File: src/rtl/seq_alu.sv
// Sequential 16-bit ALU feeding the processor status register: single-cycle logic/arith ops,
// an iterative shifter (one bit per cycle) and a 16-step shift-add multiplier.
module seq_alu #(
    parameter int WIDTH = 16
) (
    input  logic             clk,
    input  logic             rst,
    input  logic             start,
    input  logic [3:0]       op,
    input  logic [WIDTH-1:0] a,
    input  logic [WIDTH-1:0] b,
    output logic [WIDTH-1:0] result,
    output logic [4:0]       flags,
    output logic             flags_ld,
    output logic             busy,
    output logic             done
);

    typedef enum logic [1:0] {
        S_IDLE,
        S_EXEC,
        S_SHIFT,
        S_MUL
    } state_t;

    localparam logic [3:0] OP_ADD = 4'd0;
    localparam logic [3:0] OP_SUB = 4'd1;
    localparam logic [3:0] OP_AND = 4'd2;
    localparam logic [3:0] OP_OR  = 4'd3;
    localparam logic [3:0] OP_XOR = 4'd4;
    localparam logic [3:0] OP_NOT = 4'd5;
    localparam logic [3:0] OP_SHL = 4'd6;
    localparam logic [3:0] OP_SHR = 4'd7;
    localparam logic [3:0] OP_MUL = 4'd8;
    localparam logic [3:0] OP_CMP = 4'd9;

    localparam logic [4:0] MUL_ITERS = 5'(WIDTH);

    // Flag vector layout is {C, Z, S, V, P}; P is set for even parity.
    function automatic logic [4:0] make_flags(input logic c, input logic v,
                                              input logic [WIDTH-1:0] value);
        return {c, (value == '0), value[WIDTH-1], v, ~^value};
    endfunction

    state_t             r_state;
    logic [3:0]         r_op;
    logic [WIDTH-1:0]   r_a;
    logic [WIDTH-1:0]   r_b;

    logic [WIDTH-1:0]   r_sh;
    logic [3:0]         r_sh_cnt;
    logic               r_sh_c;

    logic [2*WIDTH-1:0] r_prod;
    logic [2*WIDTH-1:0] r_mcand;
    logic [WIDTH-1:0]   r_mplier;
    logic [4:0]         r_mul_cnt;

    logic [WIDTH:0]     w_sum;
    logic [WIDTH:0]     w_diff;
    logic               w_add_v;
    logic               w_sub_v;

    assign w_sum   = {1'b0, r_a} + {1'b0, r_b};
    assign w_diff  = {1'b0, r_a} - {1'b0, r_b};
    assign w_add_v = (r_a[WIDTH-1] == r_b[WIDTH-1]) && (w_sum[WIDTH-1]  != r_a[WIDTH-1]);
    assign w_sub_v = (r_a[WIDTH-1] != r_b[WIDTH-1]) && (w_diff[WIDTH-1] != r_a[WIDTH-1]);

    logic [WIDTH-1:0]   w_ex_val;
    logic               w_ex_c;
    logic               w_ex_v;
    logic               w_ex_wr;
    logic               w_ex_ld;

    // NOTE: every output of this block gets a default first, so no path leaves one unassigned and no latch is inferred.
    always_comb begin
        w_ex_val = '0;
        w_ex_c   = 1'b0;
        w_ex_v   = 1'b0;
        w_ex_wr  = 1'b1;
        w_ex_ld  = 1'b1;
        case (r_op)
            OP_ADD: begin
                w_ex_val = w_sum[WIDTH-1:0];
                w_ex_c   = w_sum[WIDTH];
                w_ex_v   = w_add_v;
            end
            OP_SUB: begin
                w_ex_val = w_diff[WIDTH-1:0];
                w_ex_c   = w_diff[WIDTH];
                w_ex_v   = w_sub_v;
            end
            OP_CMP: begin
                w_ex_val = w_diff[WIDTH-1:0];
                w_ex_c   = w_diff[WIDTH];
                w_ex_v   = w_sub_v;
                w_ex_wr  = 1'b0;
            end
            OP_AND: w_ex_val = r_a & r_b;
            OP_OR:  w_ex_val = r_a | r_b;
            OP_XOR: w_ex_val = r_a ^ r_b;
            OP_NOT: w_ex_val = ~r_a;
            default: begin
                w_ex_wr = 1'b0;
                w_ex_ld = 1'b0;
            end
        endcase
    end

    logic [WIDTH-1:0]   w_sh_next;
    logic               w_sh_out;

    assign w_sh_out  = (r_op == OP_SHL) ? r_sh[WIDTH-1] : r_sh[0];
    assign w_sh_next = (r_op == OP_SHL) ? {r_sh[WIDTH-2:0], 1'b0} : {1'b0, r_sh[WIDTH-1:1]};

    logic [2*WIDTH-1:0] w_prod_next;
    logic               w_mul_hi;

    assign w_prod_next = r_prod + (r_mplier[0] ? r_mcand : '0);
    assign w_mul_hi    = |r_prod[2*WIDTH-1:WIDTH];

    // NOTE: sequential state uses non-blocking assignments only, so every register samples pre-edge values.
    always_ff @(posedge clk or negedge rst) begin
        if (!rst) begin
            r_state   <= S_IDLE;
            r_op      <= '0;
            r_a       <= '0;
            r_b       <= '0;
            r_sh      <= '0;
            r_sh_cnt  <= '0;
            r_sh_c    <= 1'b0;
            r_prod    <= '0;
            r_mcand   <= '0;
            r_mplier  <= '0;
            r_mul_cnt <= '0;
            result    <= '0;
            flags     <= '0;
            flags_ld  <= 1'b0;
            busy      <= 1'b0;
            done      <= 1'b0;
        end else begin
            done     <= 1'b0;
            flags_ld <= 1'b0;
            case (r_state)
                S_IDLE: begin
                    if (start) begin
                        r_op <= op;
                        r_a  <= a;
                        r_b  <= b;
                        busy <= 1'b1;
                        if (op == OP_SHL || op == OP_SHR) begin
                            r_sh     <= a;
                            r_sh_cnt <= b[3:0];
                            r_sh_c   <= 1'b0;
                            r_state  <= S_SHIFT;
                        end else if (op == OP_MUL) begin
                            r_prod    <= '0;
                            r_mcand   <= {{WIDTH{1'b0}}, a};
                            r_mplier  <= b;
                            r_mul_cnt <= '0;
                            r_state   <= S_MUL;
                        end else begin
                            r_state <= S_EXEC;
                        end
                    end
                end

                S_EXEC: begin
                    r_state  <= S_IDLE;
                    busy     <= 1'b0;
                    done     <= 1'b1;
                    flags_ld <= w_ex_ld;
                    if (w_ex_wr) result <= w_ex_val;
                    if (w_ex_ld) flags  <= make_flags(w_ex_c, w_ex_v, w_ex_val);
                end

                // A zero count completes immediately with C cleared, since nothing was shifted out.
                S_SHIFT: begin
                    if (r_sh_cnt == 4'd0) begin
                        r_state  <= S_IDLE;
                        busy     <= 1'b0;
                        done     <= 1'b1;
                        flags_ld <= 1'b1;
                        result   <= r_sh;
                        flags    <= make_flags(r_sh_c, 1'b0, r_sh);
                    end else begin
                        r_sh     <= w_sh_next;
                        r_sh_c   <= w_sh_out;
                        r_sh_cnt <= r_sh_cnt - 4'd1;
                    end
                end

                S_MUL: begin
                    if (r_mul_cnt == MUL_ITERS) begin
                        r_state  <= S_IDLE;
                        busy     <= 1'b0;
                        done     <= 1'b1;
                        flags_ld <= 1'b1;
                        result   <= r_prod[WIDTH-1:0];
                        flags    <= make_flags(w_mul_hi, w_mul_hi, r_prod[WIDTH-1:0]);
                    end else begin
                        r_prod    <= w_prod_next;
                        r_mcand   <= r_mcand << 1;
                        r_mplier  <= r_mplier >> 1;
                        r_mul_cnt <= r_mul_cnt + 5'd1;
                    end
                end

                default: begin
                    r_state <= S_IDLE;
                    busy    <= 1'b0;
                end
            endcase
        end
    end

endmodule

File: config.mk
export PLATFORM = sky130hd
export DESIGN_NAME = seq_alu
export DESIGN_NICKNAME = d
export VERILOG_FILES = /design/src/rtl/seq_alu.sv
export SDC_FILE = /design/constraint.sdc
export NUM_CORES = 1
export LEC_CHECK = 0
export CAP_MARGIN = 40
export CORE_ASPECT_RATIO = 0.8
export CORE_MARGIN = 2
export CORE_UTILIZATION = 35
export DETAILED_ROUTE_END_ITERATION = 8
export SYNTH_ARGS = -nofsm -noshare
export SYNTH_HDL_FRONTEND = slang
export SYNTH_SLANG_ARGS = --single-unit
File: constraint.sdc
create_clock -name clk -period 4.2 [get_ports clk]
set_clock_uncertainty 0.05 [all_clocks]
set_input_delay 1.05 -clock clk [delete_from_list [all_inputs] [get_ports clk]]
set_output_delay 1.05 -clock clk [all_outputs]
set_load 0.02 [all_outputs]
After elaboration in Yosys (flattened, before gate mapping)
Index checks and enable logic that the tools add are counted.
W data, S select, Z words.
{ "classes": {"n_addsub": 5, "eq_ne": 28, "muxes": 62, "n_bitwise": 4, "reduce_logical": 25} }
{ "op_table": {"columns": ["operator", "count"], "rows": [
  ["$mux W32", 9],
  ["$mux W16", 11],
  ["$pmux W32 S2", 2],
  ["$pmux W16 S6", 1],
  ["$pmux W16 S2", 2],
  ["$logic_not A16 Y1", 3],
  ["$pmux W16 S3", 1],
  ["$reduce_xnor A16 Y1", 3],
  ["$mux W5", 7],
  ["$add A32 B32 Y32", 1],
  ["$eq A4 B3 Y1 const B", 5],
  ["$ne A2 B2 Y1 const B", 10],
  ["$add A16 B16 Y17", 1],
  ["$sub A16 B16 Y17", 1],
  ["$and A16 B16 Y16", 1],
  ["$not A16 Y16", 1],
  ["$or A16 B16 Y16", 1],
  ["$reduce_or A16 Y1", 1],
  ["$xor A16 B16 Y16", 1],
  ["$pmux W5 S3", 1],
  ["$mux W4", 3],
  ["$reduce_and A4 Y1", 3],
  ["$mux W1", 11],
  ["$mux W2", 5],
  ["28 further kinds", 39]
]} }
{ "totals": {"register_bits": 168, "in_bits": 39, "out_inout_bits": 24, "wordCells": 140} }

Longest topological paths before layout
{ "depth": {"ltp_word": 6, "depth_mapped": 18, "mapped_depth_nobuf": 18} }

Worst setup path before layout
OpenSTA, ideal clock, no wires.
{ "synth_timing": {"path_kind": "reg2reg", "from": "register r_a[4]", "to": "register flags[0]", "setup_time_ns": 0.136, "arrival_ns": 3.145, "path_slack_ns": 0.869, "path_stages_with_launch": 18, "path_buffers": 1, "cell_sequence": "dfrtp_1 inv_1 ha_1 buf_6 and2_4 a31oi_2 nand3_2 a211oi_2 o21ai_1 and3_1 nor4_2 nor2b_1 ha_1 xnor2_1 xnor2_1 xnor2_1 a21oi_1 a21oi_1"} }
{ "synth_via": {"elab_chain_cells": 5} }
{ "synth_lines": {"columns": ["item", "line", "source"], "rows": [
  ["start: declaration", "47", "logic [WIDTH-1:0] r_a;"],
  ["start signal: assignment", "127", "r_a <= '0;"],
  ["start signal: assignment", "148", "r_a <= a;"],
  ["$sub A16 B16 Y17 (tied with other cells)", "65", "assign w_diff = {1'b0, r_a} - {1'b0, r_b};"],
  ["$pmux W16 S6 *", "82", "case (r_op)"],
  ["$reduce_xnor A16 Y1 *", "42", "return {c, (value == '0), value[WIDTH-1], v, ~^value};"],
  ["$mux W5 *", "174", "if (w_ex_ld) flags <= make_flags(w_ex_c, w_ex_v, w_ex_val);"],
  ["$pmux W5 S3 *", "144", "case (r_state)"],
  ["end signal: assignment", "174", null],
  ["end signal: assignment", "185", "flags <= make_flags(r_sh_c, 1'b0, r_sh);"],
  ["end signal: assignment", "200", "flags <= make_flags(w_mul_hi, w_mul_hi, r_prod[WIDTH-1:0]);"],
  ["end: declaration", "13", "output logic [4:0] flags,"]
]} }
Every way passes the cells marked *; elsewhere a longest branch is shown, timed or not. The select of a mux whose other input is x is not followed.
A chain may end at the register's enable or synchronous reset.

Worst setup path in the final report
{ "layout_timing": {"from": "register r_b[0]", "to": "register flags[0]"} }
{ "layout_via": {"elab_chain_cells": 5} }
{ "layout_lines": {"columns": ["item", "line", "source"], "rows": [
  ["start: declaration", "48", "logic [WIDTH-1:0] r_b;"],
  ["start signal: assignment", "128", "r_b <= '0;"],
  ["start signal: assignment", "149", "r_b <= b;"],
  ["$sub A16 B16 Y17 (tied with other cells)", "65", null],
  ["$pmux W16 S6 *", "82", null],
  ["$reduce_xnor A16 Y1 *", "42", null],
  ["$mux W5 *", "174", null],
  ["$pmux W5 S3 *", "144", null]
]} }
Marked as above.

==> results by group <==
Placed design
  • Placed inst area: approximately 13000 um2
  • # port buffers: slightly above 60
  • Post-detail-place hpwl: between 20 and 30 mm
  • Post-Place Cells: approximately 1900
  • Gpl congestion: around 0.94

Clocking
  • Clk Latency, worst-skew pair: around 0.45 ns
  • Hold Buf Count CTS: 0
  • H-tree depth: 4
  • Reg clk slew, reported paths: 0.07 ns
  • CTS max path bufs: 2
  • CTS root buf: clkbuf_16
  • Setup Fix Bufs, Post-CTS: 0
  • Num CTS Buffers: 17
  • Num Clock Sinks: around 170
  • Post-CTS resize count: 0
  • TritonCTS clock tree: done

Synthesis
  • Dominant synthesized flop cell: dfrtp_1
  • Distinct cells, synth: 93
  • Yosys reg bits: 168
  • Xor/xnor cell area share of the yosys netlist: 0.0393
  • Synthesized cell area: 12300 um2
  • Yosys warns: 0
  • Mapped Cells: approximately 1400
  • Sequential share of the synthesized area: 0.343
  • Post-synthesis net count: 1574
  • Mux contribution to synthesized area: 0.0277
  • Synthesized area per cell: about 8.6 um2
  • Post-synth top area share: 0.343
  • Synth top area cells: dfrtp_1 (34%), ha_1 (11%), nand2_1 (6.0%)
  • Synth Area in Simple Gates: 0.155
  • Number of synthesized flops with an enable pin: 0
  • Synth Area in Compound Gates: 0.260
  • Post-Synth Adder-Cell Area: 0.115
  • Yosys top cell by area: dfrtp_1
  • Main combinational cell family by area after synthesis: compound AO/OA/AOI/OAI gates
  • Asr flop ratio synth: 1.00

Setup path
  • Max stage delay cell, worst path: a311oi_1
  • Worst endpoint required time: between 4 and 5 ns
  • Crit-path max cell delay: about 0.52 ns
  • Critical path, cell by cell: ha_1, inv_1, fa_1, and2b_1, o2111ai_1, a311oi_1, o22a_1, a41oi_1, o21a_1, nand2_1, a21oi_1, ha_1, xnor2_1, xnor2_1, xnor2_1, a21oi_1, a21oi_1
  • CP Class: register to register
  • Crit-path leading delay family: compound AO/OA/AOI/OAI gates
  • CP Capture Type: register
  • CP Launch Type: register
  • Worst Path Buf+Inv: 1
  • Worst Path Arrival: between 4 and 5 ns
  • Crit-path max FO: 4

Run status
  • Outcome: complete, no violations

Layout
  • # nets final: 1602
  • Cell area after layout: about 14000 um2
  • Area Overhead vs Synth: 14.4%
  • Non-filler cells, final: about 1900
  • Share of layout cells above drive strength 1: 0.0792
  • Post-layout util: 0.405

Timing
  • Least-Margin Pin Slew: around 0.75 ns
  • # setup viols final: 0
  • Final Slew Violations: 0
  • Final setup TNS: 0 ns
  • Final hold violation count: 0
  • Min Tclk post-route: 4.02 ns
  • Slew HR: 0.496
  • Hold Worst Slack: approximately 0.43 ns
  • Tcrit/Tclk final: 0.957
  • Max Fclk: 249 MHz
  • RSZ-0062 raised after global routing: false

Global routing
  • Gr usage total: 0.212
  • Vias in the first global route: just over 10000
  • First-pass GRT wire length: 59.7 mm
  • Gr ovfl total: 0
  • Largest net degree at the start of global routing: between 70 and 80
  • Initial antenna violation count: 2

Floorplanning
  • # rows: 61
  • Core ar.: 34700 um2
  • Die area: ~37000 um2
  • Io pins: 63
  • Starting density of the core: 0.354
  • Die Span Y: 171 um
  • Die extent in x: between 200 and 250 um

Route
  • Drc violations: 0
  • DR pass1 iterations: 5
  • Final ANT Viol Nets: 0
  • Routed wire length per instance: between 15 and 20 um
  • Final WL: 37.5 mm
  • Via Count: about 11000
  • First DRT Iteration DRCs: 948
  • Via density: 5.56

Power and ir drop
  • Pleak: roughly 6.3 nW
  • VDD IR max: roughly 0.00061 V
  • Pwr/cell area: just under 900 nW/um2

Flow run
  • MaxCap Viol Count: 0

Hold path
  • Hold WC Path Type: register to register
per-layer routing:
layer	up-vias	GRT usage	wire length [um]	share of wire
met5	-	0	0	0
met4	0	0.0688	1020	0.027
met3	54	0.0447	2450	0.065
met2	350	0.298	15300	0.41
met1	5255	0.319	18700	0.50
li1	5122	-	-	-
where the power goes:
| part | internal (mW) | switching [mW] | total [mW] |
|---|---|---|---|
| clock | 0.956 | 0.755 | 1.71 |
| combinational | 3.11 | 4.54 | 7.65 |
| sequential | 2.28 | 0.652 | 2.93 |
| total | 6.35 | 5.94 | 12.3 |
worst paths after layout:
kind,from,end,slack [ns],depth (start not counted)
setup / recovery,r_b[0]$_DFFE_PN0P_,flags[0]$_DFFE_PN0P_,0.18,17
hold / removal,result[2]$_DFFE_PN0P_,result[2]$_DFFE_PN0P_,0.43,2
setup reg to reg,r_b[0]$_DFFE_PN0P_,flags[0]$_DFFE_PN0P_,0.18,17
hold reg to reg,result[2]$_DFFE_PN0P_,result[2]$_DFFE_PN0P_,0.43,2
max in group asynchronous,rst,r_mcand[14]$_DFFE_PN0P_,2.63,2
min in group asynchronous,rst,r_mplier[14]$_DFFE_PN0P_,0.53,1
synth_stat cells, types with 7 or more instances:
master and number:
nand3_1 14, buf_2 16, and2_1 35, a21oi_1 95
o2111ai_1 8, inv_1 96, a21o_1 24, o31ai_1 11
a22oi_1 26, o21a_1 9, xnor2_1 37, ha_1 108
nand4_1 9, mux2_2 7, o21ai_0 125, dfrtp_1 168
o211ai_1 7, o211a_1 7, nand2_1 197, mux2i_1 26
nor2_1 88, a22o_1 26, a211oi_1 15, nor3_1 16
o221ai_1 7, nand2b_1 7, o21bai_1 10, clkbuf_1 52
xor2_1 18, a31oi_1 14
final cells by class:
type / instances / area [um2]
sequential: 168 / 4200
inverter: 97 / 364
antenna: 1 / 2.50
tap: 472 / 591
clock buffer: 19 / 433
fill: 3549 / 20600
multi-input combinational: 1076 / 7370
timing repair buffer: 92 / 872
clock inverter: 13 / 188
logic make-up (layout without fill, tap and decap cells):
logic type / after synthesis / count (layout)
fa+ha+maj: 111 / 111
xor+xnor: 55 / 55
simple gates: 412 / 412
compound gates: 465 / 465
mux: 33 / 33
other cells: 0 / 1
buf+inv: 180 / 221
flops: 168 / 168
placed cells by master, fill, tap and decap left out, types with 5 or more instances in the layout:
| cell type | netlist | routed |
|---|---|---|
| nand2_1 | 197 | 197 |
| dfrtp_1 | 168 | 168 |
| o21ai_0 | 125 | 124 |
| ha_1 | 108 | 108 |
| inv_1 | 96 | 96 |
| a21oi_1 | 95 | 95 |
| nor2_1 | 88 | 86 |
| clkdlybuf4s50_1 | 0 | 61 |
| xnor2_1 | 37 | 37 |
| and2_1 | 35 | 35 |
| buf_4 | 3 | 28 |
| mux2i_1 | 26 | 26 |
| a22oi_1 | 26 | 26 |
| a22o_1 | 26 | 26 |
| a21o_1 | 24 | 24 |
| xor2_1 | 18 | 18 |
| clkbuf_16 | 0 | 17 |
| nor3_1 | 16 | 15 |
| a211oi_1 | 15 | 15 |
| nand3_1 | 14 | 14 |
| a31oi_1 | 14 | 14 |
| o31ai_1 | 11 | 11 |
| o21bai_1 | 10 | 10 |
| nand4_1 | 9 | 9 |
| o21a_1 | 9 | 9 |
| o2111ai_1 | 8 | 8 |
| o211ai_1 | 7 | 7 |
| nand2b_1 | 7 | 7 |
| o221ai_1 | 7 | 7 |
| o211a_1 | 7 | 7 |
| mux2_2 | 7 | 7 |
| nor2b_1 | 6 | 6 |
| o22ai_1 | 6 | 6 |
| a221oi_1 | 6 | 6 |
| nor4_1 | 6 | 6 |
| o21ai_1 | 5 | 5 |
| and3_1 | 5 | 5 |
| a211o_1 | 5 | 5 |
| a2111oi_0 | 5 | 5 |
worst register-to-register path, cell delays in order (launching register included):
cell       delay [ns]
dfrtp_1          0.38
ha_1             0.21
inv_1            0.07
fa_1             0.41
and2b_1          0.23
o2111ai_1        0.21
a311oi_1         0.52
o22a_1           0.34
a41oi_1          0.15
o21a_1           0.16
nand2_1          0.06
a21oi_1          0.08
ha_1             0.33
xnor2_1          0.21
xnor2_1          0.16
xnor2_1          0.14
a21oi_1          0.09
a21oi_1          0.18
through the flow:
stage                     total power, mW  worst slack (ns)
after floorplan                      8.28             0.869
after global placement               10.4             0.412
after detailed placement             10.4             0.313
after CTS                            12.2             0.270
after global routing                 13.3            0.0139
final                                12.3             0.181
state kept, by name, indices dropped and copies added, names as in the netlist, 2 cells and up:
signal	flops
r_mcand	32
r_prod	32
r_a	16
r_b	16
r_mplier	16
r_sh	16
result	16
flags	5
r_mul_cnt	5
r_op	4
r_sh_cnt	4
r_state	2
Power figures use the tool's default switching activity.
